### src/rtl/axis_cpu_loader_pkg.sv
// Shared definitions for the CPU program loader and the CPU register map.
// Register addresses, section tags, loader states and the latched input beat.
package axis_cpu_loader_pkg;

  localparam int unsigned REG_PROG    = 0;
  localparam int unsigned REG_INST    = 1;
  localparam int unsigned REG_JMP_OFF = 2;
  localparam int unsigned REG_IMM     = 3;

  localparam logic [31:0] PROG_ON_DAT  = 32'h0000_0001;
  localparam logic [31:0] PROG_OFF_DAT = 32'h0000_0000;

  typedef enum logic [1:0] {
    TAG_INST    = 2'd0,
    TAG_JMP_OFF = 2'd1,
    TAG_IMM     = 2'd2,
    TAG_RSVD    = 2'd3
  } tag_t;

  typedef enum logic [2:0] {
    ST_IDLE,
    ST_ON_A,
    ST_ON_D,
    ST_GET,
    ST_WR_A,
    ST_WR_D,
    ST_OFF_A,
    ST_OFF_D
  } state_t;

  typedef struct packed {
    logic [31:0] dat;
    tag_t        tag;
    logic        last;
  } beat_t;

  // Reserved tags never reach a write state; PROG is only a safe fallback.
  function automatic int unsigned tag_to_reg(input tag_t tag);
    case (tag)
      TAG_INST:    return REG_INST;
      TAG_JMP_OFF: return REG_JMP_OFF;
      TAG_IMM:     return REG_IMM;
      default:     return REG_PROG;
    endcase
  endfunction

endpackage

### src/rtl/axis_cpu_loader_cmd_flit_fmt.sv
// Builds a command address flit: target id in the top bits, register address in the bottom bits.
// Latency: combinational.
// Backpressure: none, pure formatting.
module cmd_flit_fmt #(
  parameter int CPU_ID_WIDTH   = 12,
  parameter int REG_ADDR_WIDTH = 4
) (
  input  logic [CPU_ID_WIDTH-1:0]   id,
  input  logic [REG_ADDR_WIDTH-1:0] reg_addr,
  output logic [31:0]               flit
);

  always_comb begin
    flit                       = '0;
    flit[31 -: CPU_ID_WIDTH]   = id;
    flit[REG_ADDR_WIDTH-1:0]   = reg_addr;
  end

endmodule

### src/rtl/axis_cpu_loader.sv
// Turns an AXI-Stream program image into PROG-on / register-write / PROG-off command flit pairs.
// Latency: first flit 2 cycles after prog_TVALID in IDLE; each word 3 cycles from handshake to next ready.
// Backpressure: command chain has none; the loader paces itself and throttles input via prog_TREADY.
module axis_cpu_loader
  import axis_cpu_loader_pkg::*;
#(
  parameter int CPU_ID_WIDTH   = 12,
  parameter int REG_ADDR_WIDTH = 4
) (
  input  logic                    clk,
  input  logic                    rst,
  input  logic [CPU_ID_WIDTH-1:0] target_id,
  input  logic [31:0]             prog_TDATA,
  input  logic [1:0]              prog_TUSER,
  input  logic                    prog_TLAST,
  input  logic                    prog_TVALID,
  output logic                    prog_TREADY,
  output logic [31:0]             cmd_out_TDATA,
  output logic                    cmd_out_TVALID,
  output logic                    busy,
  output logic                    done
);

  state_t                    state_q, state_d;
  logic [CPU_ID_WIDTH-1:0]   id_q;
  beat_t                     beat_q;
  logic [REG_ADDR_WIDTH-1:0] fmt_reg;
  logic [31:0]               addr_flit;
  logic [31:0]               flit_d;
  logic                      flit_vld_d;
  logic                      done_pre_q;
  logic                      in_hs;

  assign in_hs = prog_TVALID & prog_TREADY;

  cmd_flit_fmt #(
    .CPU_ID_WIDTH   (CPU_ID_WIDTH),
    .REG_ADDR_WIDTH (REG_ADDR_WIDTH)
  ) u_fmt (
    .id       (id_q),
    .reg_addr (fmt_reg),
    .flit     (addr_flit)
  );

  always_comb begin
    state_d    = state_q;
    flit_vld_d = 1'b0;
    flit_d     = '0;
    fmt_reg    = REG_ADDR_WIDTH'(REG_PROG);
    case (state_q)
      ST_IDLE: begin
        // The starting beat stays on the bus; it is taken later in GET.
        if (prog_TVALID) state_d = ST_ON_A;
      end
      ST_ON_A: begin
        flit_vld_d = 1'b1;
        flit_d     = addr_flit;
        state_d    = ST_ON_D;
      end
      ST_ON_D: begin
        flit_vld_d = 1'b1;
        flit_d     = PROG_ON_DAT;
        state_d    = ST_GET;
      end
      ST_GET: begin
        if (in_hs) begin
          if (tag_t'(prog_TUSER) == TAG_RSVD) state_d = prog_TLAST ? ST_OFF_A : ST_GET;
          else                                state_d = ST_WR_A;
        end
      end
      ST_WR_A: begin
        fmt_reg    = REG_ADDR_WIDTH'(tag_to_reg(beat_q.tag));
        flit_vld_d = 1'b1;
        flit_d     = addr_flit;
        state_d    = ST_WR_D;
      end
      ST_WR_D: begin
        flit_vld_d = 1'b1;
        flit_d     = beat_q.dat;
        state_d    = beat_q.last ? ST_OFF_A : ST_GET;
      end
      ST_OFF_A: begin
        flit_vld_d = 1'b1;
        flit_d     = addr_flit;
        state_d    = ST_OFF_D;
      end
      ST_OFF_D: begin
        flit_vld_d = 1'b1;
        flit_d     = PROG_OFF_DAT;
        state_d    = ST_IDLE;
      end
      default: state_d = ST_IDLE;
    endcase
  end

  always_ff @(posedge clk) begin
    if (rst) begin
      state_q        <= ST_IDLE;
      id_q           <= '0;
      beat_q         <= '0;
      prog_TREADY    <= 1'b0;
      cmd_out_TDATA  <= '0;
      cmd_out_TVALID <= 1'b0;
      done_pre_q     <= 1'b0;
      done           <= 1'b0;
      busy           <= 1'b0;
    end else begin
      state_q        <= state_d;
      if (state_q == ST_IDLE && prog_TVALID) id_q <= target_id;
      if (in_hs) beat_q <= '{dat: prog_TDATA, tag: tag_t'(prog_TUSER), last: prog_TLAST};
      prog_TREADY    <= (state_d == ST_GET);
      cmd_out_TDATA  <= flit_d;
      cmd_out_TVALID <= flit_vld_d;
      // done trails the OFF data flit by one cycle; busy covers it.
      done_pre_q     <= (state_q == ST_OFF_D);
      done           <= done_pre_q;
      busy           <= (state_d != ST_IDLE) || (state_q != ST_IDLE) || done_pre_q;
    end
  end

endmodule

### config.mk
export PLATFORM = sky130hd
export DESIGN_NAME = axis_cpu_loader
export DESIGN_NICKNAME = d
export VERILOG_FILES = /design/src/rtl/axis_cpu_loader_pkg.sv /design/src/rtl/axis_cpu_loader_cmd_flit_fmt.sv /design/src/rtl/axis_cpu_loader.sv
export SDC_FILE = /design/constraint.sdc
export NUM_CORES = 1
export LEC_CHECK = 0
export BUFFER_PORTS_ARGS = -buffer_cell sky130_fd_sc_hd__buf_2
export CAP_MARGIN = 15
export CORE_MARGIN = 4
export CORE_UTILIZATION = 42
export DETAILED_ROUTE_END_ITERATION = 12
export MAX_ROUTING_LAYER = met4
export PLACE_DENSITY = 0.74
export SYNTH_ARGS = -nofsm -noshare
export SYNTH_HDL_FRONTEND = slang
export SYNTH_SLANG_ARGS = --single-unit
### constraint.sdc
create_clock -name clk -period 1.74 [get_ports clk]
set_input_delay 0.087 -clock clk [delete_from_list [all_inputs] [get_ports clk]]
set_output_delay 0.087 -clock clk [all_outputs]
set_load 0.1 [all_outputs]
---- Word-level counts from Yosys, hierarchy flattened ----
Index checks and enable logic that the tools add are counted.
storage, ports and cells
  register bits ........................... 87
  bits of input ports ..................... 50
  output and inout bits ................... 36
  logic and storage cells ................. 42
operators by class
  eq/ne operators ......................... 11
  mux-type cells .......................... 10
  bitwise logic cells ..................... 1
  reduce and logical (&&, ||, !) cells .... 9
operators by type and width
  cell                                                             count
  32-bit case mux with 3 select lines                              1
  3-bit case mux with 8 select lines                               1
  3-bit two-way mux                                                5
  3-bit == test, second input constant                             4
  3-bit by 2-bit == test with 1-bit output, second input constant  3
  2-bit case mux with 3 select lines                               1
  3-bit nonzero test                                               2
  6-bit OR reduction                                               1
  2-bit == test, second input constant                             2
  3-bit by 1-bit == test with 1-bit output, second input constant  1
  3-bit logical NOT                                                1
  3-bit OR reduction                                               1
  2-bit by 1-bit == test with 1-bit output, second input constant  1
  2-bit logical NOT                                                1
  1-bit logical OR                                                 2
  2-bit two-way mux                                                1
  1-bit bitwise AND                                                1
  1-bit logical AND                                                1
  1-bit two-way mux                                                1

---- Longest topological paths before layout ----
Gate-level depths: netlist of the first run.
  depth after elaboration ................. 7
  depth in mapped cells ................... 6
  gate-level depth less buffers ........... 5

---- Modules after synthesis ----
From an unflattened synthesis of the first run, not the netlist that was laid out.
unflattened totals
  cells, all modules ...................... 398
  area total of the unflattened synthesis .. 3403.3 um^2
modules (own cells, without submodules)
  module           times used  cells an instance  area each (um^2)  seq. area each (um^2)
  axis_cpu_loader  1           365                3159.3            1741.7
  cmd_flit_fmt     1           33                 244.0             0.0

---- Least setup slack after synthesis of the first run ----
OpenSTA, ideal clock, no wires.
  path type ............................... register -> register
  start point ............................. reg prog_TREADY
  end point ............................... reg state_q[2]
  setup time .............................. 0.057 ns
  arrival ................................. 1.766 ns
  data required time ...................... 1.683 ns
  path slack .............................. -0.083 ns
  cell stages (with the launch flop) ...... 4
  path buffers ............................ 0
  clock period less this slack ............ 1.823 ns
  cells stage by stage .................... dfxtp_1 -> nand2_1 -> nor4_2 -> o21ba_2
between the ends
  longest elaborated chain between the ends .. 3
RTL lines
  element                             line                    RTL
  start: declaration                  axis_cpu_loader.sv:17   output logic prog_TREADY,
  start signal: assignment            axis_cpu_loader.sv:111  prog_TREADY <= (state_d == ST_GET);
  1-bit bitwise AND                   axis_cpu_loader.sv:34   assign in_hs = prog_TVALID & prog_TREADY;
  3-bit two-way mux                   axis_cpu_loader.sv:66   if (in_hs) begin
  3-bit case mux with 8 select lines  axis_cpu_loader.sv:50   case (state_q)
  end signal: assignment              axis_cpu_loader.sv:108  state_q <= state_d;
  end: declaration                    axis_cpu_loader.sv:24   state_t state_q, state_d;
Every way passes these cells.
A chain may end at the register's enable or synchronous reset.

---- Worst setup path in the final report of the first run ----
  start point ............................. reg state_q[2]
  end point ............................... reg cmd_out_TDATA[23]
between the ends
  longest elaborated chain between the ends .. 3
  elaborated cells on any way between the ends .. 7
  those cells by class .................... 5 x eq/ne; 1 x mux; 1 x reduce/logical
RTL lines
  element                                                                    line                    RTL
  3-bit == test or 3-bit by 1-bit == test with 1-bit output (tied branches)  axis_cpu_loader.sv:50
  3-bit OR reduction (no source line)                                        --
  32-bit case mux with 3 select lines *                                      axis_cpu_loader.sv:50
  end signal: assignment                                                     axis_cpu_loader.sv:112  cmd_out_TDATA <= flit_d;
  end: declaration                                                           axis_cpu_loader.sv:18   output logic [31:0] cmd_out_TDATA,
Every way passes the cells marked *; elsewhere a longest branch is shown, timed or not.

==> flow_summary.ini, run 1 <==
[routing]
ant_nets = 0
drc = 0
routed_wl_um = 7210
post_drt_wl_per_cell_um = 12.3
vias = 2704
firstDrtPassIters = 4
vias_per_cell = 4.62
dr_wl_met3_um = 414
met2_length_um = 3350
drt_iter0_drc = 139
met1_length_um = 3310
routed.top_layer = met4

[yosys]
synth_area_leaders = dfxtp_1 (57%), nand2_1 (13%), a21oi_1 (10%)
ys_seq_elements = 87
synth_fp_nets = 409
synthCells = 357
ys_types = 32
yosysSeqAreaShare_pct = 56.6
synth_warnings = 0
netlist_area_sq_um = 3080
synth.top_cell.area_share_pct = 56.6
syn_avg_cell_area_sq_um = 8.63
synth_area_leader_cell = dfxtp_1

[setup_path]
critPathKind = flip-flop to flip-flop
cp-end-kind = flip-flop
cp_max_fo = 13
cp.arrival_ns = 1.76
start_kind = flip-flop
reg2reg_depth = 3
worstPathRequired_ns = 2.00

[die]
io_pins = 86
die_w_um = 93.6
initial_core_util_pct = 44.3
row_count = 30
fp.coreArea_sq_um = 6940
die_h_um = 93.6
die-area_sq_um = 8770

[sta]
worst_hold_slack_ns = 0.0209
setup_violations = 0
period_share_pct = 86.0
maxSlewViolCount = 0
skew_ns = 0.00753
maxSlewHeadroom_pct = 66.0
clock.fmax_ghz = 0.668
worst_slack_ns = 0.243
rsz0062_at_grt = no
final.setup.tns_ns = 0
tightest_slew_ns = 0.513
hold_viol_final = 0
period_needed_ns = 1.50

[clocking]
clockBufferDepth = 2
cts_tree = yes
clk_pin_slew_ns = 0.08
clock-sinks = 87
numCtsBuffers = 9
clk_latency_ns = 0.34
cts.htree.levels = 3
root_buffer = clkbuf_8

[min_path]
hold_path.class = primary input to flip-flop
whs_path_depth = 2

[placed_design]
dp_hpwl_um = 4640
gp_congestion = 0.875
post_dp_cell_area_sq_um = 3570
io_buffers = 85
dp_slack_ns = 0.132

[global_route]
grt_pass1_vias = 2603
overflow = 0
grt_pass1_wl_um = 12000
grtUsageTotal_pct = 17.5
antenna_found_initial = 0
grt_max_degree = 39

[layout]
fin_nets = 535
synthToLayoutAreaGrowth_pct = 37.2
n_fill_cell = 594
drive_gt1_share_pct = 24.0
fin_area_sq_um = 4230

[outcome]
status = completed

[flow_run]
maxCapViolCount = 0

[power]
p_per_area_nw_per_um2 = 914
power_mw = 3.86
total_leakage_power_nw = 1.73
ir_drop_v = 0.000428
## cell type report
type | count | area [sq um] | share of cell area, %
well taps | 96 | 120 | 2.84
repair buffers | 141 | 961 | 22.7
flip-flops and latches | 87 | 1740 | 41.2
inverters | 5 | 18.8 | 0.444
clock buffers | 11 | 131 | 3.11
clock inverters | 5 | 58.8 | 1.39
multi-input cells | 239 | 1190 | 28.2
diodes | 1 | 2.50 | 0.0592
## per-stage QoR
step / std cells / util [%]
after floorplan: 357 / -
after global placement: 522 / 51.4
after detailed placement: 522 / 51.4
after CTS: 584 / 60.8
after global routing: 584 / 60.8
final: 585 / 60.8
## registers in the layout (all words and copies together), names as in the netlist
signal and flops:
done_pre_q 1, cmd_out_TVALID 1, busy 1, id_q 12
beat_q 35, cmd_out_TDATA 32, prog_TREADY 1, done 1
state_q 3
## placed cells by master, fill, tap and decap left out, drive strengths merged, types with 2 or more instances in the layout
cell         instances
inv                  5
nand3                2
buf                 95
dfxtp               87
a21oi               63
clkinvlp             2
o21ai               14
nand2              109
ha                   2
and3b                2
nor2b                2
nand2b               3
o21ba                2
clkbuf              11
and2                20
nor3                 5
nor2                 2
clkinv               2
dlygate4sd3         46
## synth_stat cells
master	count
o21ai_0	14
o221ai_1	1
xnor2_1	1
o2111ai_1	1
nand2b_1	3
nor4_2	1
nor2b_1	2
and2_1	20
o211a_1	1
nand3_1	2
mux2i_1	1
ha_1	2
inv_1	5
nand4_1	1
clkbuf_2	3
buf_2	12
nor3_2	1
nor2_1	2
dfxtp_1	87
nor3b_1	1
nand2_1	109
a21oi_1	63
nor4bb_1	1
a211o_1	1
or4b_4	1
buf_6	2
clkbuf_1	9
a31oi_1	1
nor4b_2	1
and3b_1	2
o21ba_2	2
nor3_1	4
## timing repair
action | CTS | global route
resized for setup | 0 | 1
endpoints found under the setup margin | 0 | 12
buffers inserted | 0 | 0
hold buffers | 46 | 0
hold endpoints to repair | 46 | 0
## per-layer routing
metal  global-route usage [%]  vias to the layer above
met5                        -                        -
li1                         -                     1420
met4                     7.70                        0
met3                     2.82                       12
met2                     26.8                       90
met1                     22.8                     1182
## worst max-delay path: stages, from the launching register on
cell     delay (ns)
dfxtp_1        0.60
nor2b_2        0.48
o21ai_0        0.20
a21oi_1        0.15
## where the power goes
group          internal (mW)  switching (mW)
registers               2.05          0.0370
logic                  0.193           0.250
clock network          0.665           0.670
total                   2.90           0.957
## worst paths after layout
check,from,slack (ns),end
max,state_q[2],0.24,cmd_out_TDATA[23]
min,rst,0.02,state_q[0]
max reg2reg,state_q[2],0.24,cmd_out_TDATA[23]
min reg2reg,beat_q[20],0.45,beat_q[20]
## logic make-up after synthesis
kind of cell | share of synthesized area (%)
buffers and inverters | 4.88
flip-flops | 56.6
AND/OR/NAND/NOR | 22.6
multiplexers | 0.325
AO/OA/AOI/OAI | 14.5
adder cells (fa/ha/maj) | 0.813
XOR/XNOR | 0.284
Power figures use the tool's default switching activity.
==> run 2: changes to the inputs <==
ABC_AREA = 1   (was not set)
PLACE_DENSITY = 0.75   (was 0.74)
TNS_END_PERCENT = 10   (was not set)
==> flow_summary.ini, run 2 <==
[outcome]
status = completed

[clocking]
clk_latency_ns = 0.35
root_buffer = clkbuf_8
clock-sinks = 87
post_cts_buffers = 0
clk_pin_slew_ns = 0.08
ctsResizeCount = 0
numCtsBuffers = 9
cts_hold_buf = 6
cts_tree = yes
cts.htree.levels = 3
clockBufferDepth = 2

[power]
p_clk_share_pct = 37.0
intPower_mw = 3.04
switching_share_pct = 26.3
power_mw = 4.12
total_leakage_power_nw = 1.62
p_sw_mw = 1.08
ir_drop_v = 0.000404
p_comb_share_pct = 11.2
p_per_area_nw_per_um2 = 1100
seq_power_share_pct = 51.7

[yosys]
synth-xor-area-share_pct = 0
synth_area_leaders = dfxtp_1 (59%), o21ai_0 (8.2%), a21oi_1 (7.9%)
synth_top_family_by_area = compound AO/OA/AOI/OAI gates
async_flop_share_pct = 0
synthCells = 361
synth_compound_area_share_pct = 17.2
yosysSeqAreaShare_pct = 58.5
ys_top_cells_by_count = dfxtp_1 (87), o21ai_0 (49), a21oi_1 (47)
synth_simple_gate_area_share_pct = 14.6
synth_area_leader_cell = dfxtp_1
ys_types = 21
ys.flop_type = dfxtp_1
synth_fp_nets = 413
synth_warnings = 0
synthAdderAreaFrac_pct = 0.841
syn_avg_cell_area_sq_um = 8.24
synth_mux_area_share_pct = 0
post-synth-top-count-cell = dfxtp_1
synth.top_cell.area_share_pct = 58.5
synth_edf_count = 0
ys_seq_elements = 87
netlist_area_sq_um = 2980

[setup_path]
crit_path_start = state_q[2]
reg2reg_depth = 5
cp.arrival_ns = 1.74
r2r_end = cmd_out_TDATA[26]
worstPathRequired_ns = 2.02
worst_path_max_delay_cell = dfxtp_1
cp-end-kind = flip-flop
path_cells = inv_2 > or2_4 > o21ai_2 > nand2_1 > a21oi_1
r2r_setup_slack_ns = 0.27
crit_buf_inv = 1
r2r-start = state_q[2]
cpPeakStageDelay_ns = 0.48
critPathKind = flip-flop to flip-flop
critPathTopFamily = flip-flops
cp_max_fo = 12
start_kind = flip-flop

[layout]
final_core_util_pct = 55.0
fin_area_sq_um = 3760
mostFrequentLayoutCells = dfxtp_1 (86), buf_2 (85), o21ai_0 (49), a21oi_1 (47), inv_1 (42)
fin_nets = 500
mostFrequentLayoutCell = dfxtp_1
drive_gt1_share_pct = 24.7
largest_reg_flops = 35
finalNonFillerCells = 549
reg_top3 = beat_q: 35 flops, cmd_out_TDATA: 32 flops, id_q: 12 flops
synthToLayoutAreaGrowth_pct = 26.3
largest-register = beat_q
seq_area_sq_um = 1740
multi_input_area_sq_um = 971
diodes = 0
n_fill_cell = 664

[flow_run]
maxCapViolCount = 0

[sta]
tightest_slew_ns = 0.556
period_needed_ns = 1.47
clock.fmax_ghz = 0.682
maxSlewHeadroom_pct = 63.0
maxSlewViolCount = 0
period_share_pct = 84.2
final.setup.tns_ns = 0
worst_slack_ns = 0.275
skew_ns = 0.00825
setup_violations = 0
hold_viol_final = 0
rsz0062_at_grt = no
worst_hold_slack_ns = 0.000127

[global_route]
overflow = 0
antenna_found_initial = 0
grt_pass1_wl_um = 11800
grt_max_degree = 56
grtUsageTotal_pct = 17.8
grt_pass1_vias = 2599

[placed_design]
placed_cells = 527
post_dp_cell_area_sq_um = 3480
gp_congestion = 0.862
dp_hpwl_um = 4910
dp_slack_ns = 0.402
io_buffers = 85

[die]
fp.coreArea_sq_um = 6830
io_pins = 86
die-area_sq_um = 8490
initial_core_util_pct = 43.6
row_count = 30
die_h_um = 92.2
die_w_um = 92.2

[routing]
drt_iter0_drc = 213
post_drt_wl_per_cell_um = 12.8
ant_nets = 0
firstDrtPassIters = 4
drc = 0
routed_wl_um = 7000
vias = 2606
vias_per_cell = 4.75

[min_path]
whs_endpoint = beat_q[31]
hold_path.class = primary input to flip-flop
hp-start = prog_TDATA[28]
whs_path_depth = 3
[run 2: cell count changes in the layout (fill, tap and decap cells not counted), moves of 2 or more]
cell           previous run  this run
nand2_1                 109        40
dlygate4sd3_1            46         6
nor2_1                    2        40
inv_1                     5        42
o21ai_0                  14        49
and2_1                   20         0
a21oi_1                  63        47
nor3_1                    4        19
buf_4                    10         7
nand2b_1                  3         0
nand3_1                   2         5
and3b_1                   2         0
clkbuf_1                  2         0
o21ba_2                   2         0
[run 2: worst max-delay path by stage]
| stage | end | cells after the start | slack [ns] |
|---|---|---|---|
| finish | cmd_out_TDATA[26] | 5 | 0.27 |
| global route | cmd_out_TDATA[26] | 5 | 0.18 |
| CTS | cmd_out_TDATA[26] | 5 | 0.28 |
| detailed placement | cmd_out_TDATA[21] | 5 | 0.40 |
| global placement | id_q[7] | 5 | 0.45 |
| floorplan | prog_TREADY | 8 | 0.29 |
[run 2: kinds of logic (layout without fill, tap and decap cells)]
logic type | Yosys count | in the layout
buf+inv | 66 | 158
fa+ha+maj | 2 | 2
compound gates | 100 | 100
flops | 87 | 87
simple gates | 106 | 106
[run 2: area by class of cell]
type,count,area share (%)
Sequential cell,87,46.4
Inverter,44,4.39
Clock buffer,9,3.30
Tap cell,96,3.20
Multi-Input combinational cell,208,25.8
Timing Repair Buffer,98,14.3
Clock inverter,7,2.60
[run 2: per-layer routing]
layer | share of wire [%] | track usage [%] | vias up | routed length, um
met1 | 42 | 20.5 | 1186 | 2960
met5 | 0 | - | - | 0
met3 | 4.1 | 2.87 | 19 | 288
met2 | 50 | 29.9 | 70 | 3510
met4 | 3.4 | 9.41 | 0 | 236
li1 | - | - | 1331 | -
[run 2: tightest hold or removal path: cells and delay by family]
family	cells	cell delay, ns
compound gates	1	0.07
buf+inv	1	0.07
simple gates	1	0.08
[run 2: power by group through the flow]
stage               Clock (mW)  Sequential [mW]  Combinational (mW)
floorplan                    0             2.28               0.218
detailed placement           0             2.18               0.451
global route              1.64             2.14               0.514
CTS                       1.54             2.13               0.465
global placement             0             2.17               0.442
finish                    1.53             2.13               0.463
==> run 3: changes to the inputs <==
clock period = 1.4 ns   (was 1.74 ns; I/O delays follow)
==> flow_summary.ini, run 3 (synthesized netlist as in run 2, its figures left out) <==
[power]
p_sw_mw = 1.34
p_comb_share_pct = 12.7
total_leakage_power_nw = 1.74
p_per_area_nw_per_um2 = 1290
p_clk_share_pct = 36.6
seq_power_share_pct = 50.7
ir_drop_v = 0.000718
intPower_mw = 3.89
switching_share_pct = 25.6

[sta]
clock.fmax_ghz = 0.756
maxSlewViolCount = 0
maxSlewHeadroom_pct = 66.5
tightest_slew_ns = 0.507
setup_violations = 0
period_share_pct = 94.5
worst_hold_slack_ns = -0.00360
hold_viol_final = 1
period_needed_ns = 1.32
worst_slack_ns = 0.0772
skew_ns = 0.0127
rsz0062_at_grt = yes

[setup_path]
reg2reg_depth = 4
cp_max_fo = 14
start_kind = flip-flop
cp.arrival_ns = 1.61
cp-end-kind = flip-flop
worstPathRequired_ns = 1.69
critPathKind = flip-flop to flip-flop

[routing]
firstDrtPassIters = 4
routed_wl_um = 7650
drt_iter0_drc = 162
post_drt_wl_per_cell_um = 13.3
drc = 0
vias_per_cell = 4.81
vias = 2762
ant_nets = 0

[placed_design]
placed_cells = 528
dp_hpwl_um = 4860
io_buffers = 85
dp_slack_ns = 0.0226
gp_congestion = 0.824

[layout]
largest_reg_flops = 35
finalNonFillerCells = 574
mostFrequentLayoutCells = dfxtp_1 (85), buf_2 (85), o21ai_0 (49), a21oi_1 (47), inv_1 (42)
synthToLayoutAreaGrowth_pct = 36.2
drive_gt1_share_pct = 24.1
fin_nets = 525
reg_top3 = beat_q: 35 flops, cmd_out_TDATA: 32 flops, id_q: 12 flops
largest-register = beat_q
diodes = 0

[clocking]
numCtsBuffers = 9
clk_latency_ns = 0.36
clk_pin_slew_ns = 0.08
clockBufferDepth = 2
root_buffer = clkbuf_8
clock-sinks = 87
post_cts_buffers = 0
cts.htree.levels = 3
cts_tree = yes

[die]
die_h_um = 92.2
die-area_sq_um = 8490
initial_core_util_pct = 43.6
fp.coreArea_sq_um = 6830
row_count = 30
die_w_um = 92.2
io_pins = 86

[global_route]
grtUsageTotal_pct = 19.2
overflow = 0
grt_max_degree = 56
antenna_found_initial = 0
grt_pass1_wl_um = 12600
grt_pass1_vias = 2728

[min_path]
hold_path.class = primary input to flip-flop
whs_path_depth = 3

[outcome]
status = finished with violations
violations = hold timing

[flow_run]
maxCapViolCount = 0
==> run 3: through the flow <==
step           instance area [sq um]  power (mW)  utilization, %  TNS, ns  hold WS [ns]
6_report                        4050        5.23            59.3        0      -0.00360
3_5_place_dp                    3510        3.29            51.4        0         0.333
4_1_cts                         4040        5.24            59.1        0       0.00126
2_1_floorplan                   2980        3.10               -        0         0.187
3_3_place_gp                    3510        3.28            51.4        0         0.322
5_1_grt                         4050        5.46            59.3   -0.162       0.00963
==> run 3: final cells by class <==
cell class / count / area [sq um]
tap: 96 / 120
fill: 638 / 2780
inverter: 44 / 169
clock buffer: 11 / 141
sequential: 87 / 1750
multi-input combinational: 208 / 981
timing repair buffer: 123 / 815
clock inverter: 5 / 81.3
==> run 3: timing repair <==
action                                 4_1_cts  5_1_grt
hold buffers                                30        0
endpoints found under the hold margin       29        0
setup endpoints to repair                    0       19
resized for setup                            0        5
==> run 3: path summary, 6_finish.rpt <==
path              slack, ns           start                end
hold reg to reg        0.43      done_pre_q               done
hold / removal       -0.004  prog_TDATA[29]         beat_q[32]
setup / recovery       0.08      state_q[0]  cmd_out_TDATA[27]
setup reg to reg       0.08      state_q[0]  cmd_out_TDATA[27]
==> run 3: per-layer routing <==
layer | global-route usage [%] | up-vias | share of wire [%]
met5 | - | - | 0
met4 | 8.91 | 0 | 3.1
met3 | 4.59 | 21 | 4.8
met2 | 32.1 | 86 | 52
met1 | 21.7 | 1275 | 40
li1 | - | 1380 | -
==> run 3: critical path, stage by stage, from the launching register on <==
cell	delay, ns
dfxtp_1	0.45
nand3_1	0.15
inv_1	0.36
nand2_1	0.14
a21oi_1	0.16
==> run 3: power by group through the flow <==
stage	Combinational, mW	Sequential, mW	Clock (mW)
after floorplan	0.270	2.83	0
after global placement	0.572	2.70	0
after detailed placement	0.587	2.71	0
after CTS	0.654	2.65	1.94
after global routing	0.731	2.66	2.06
final	0.664	2.65	1.91
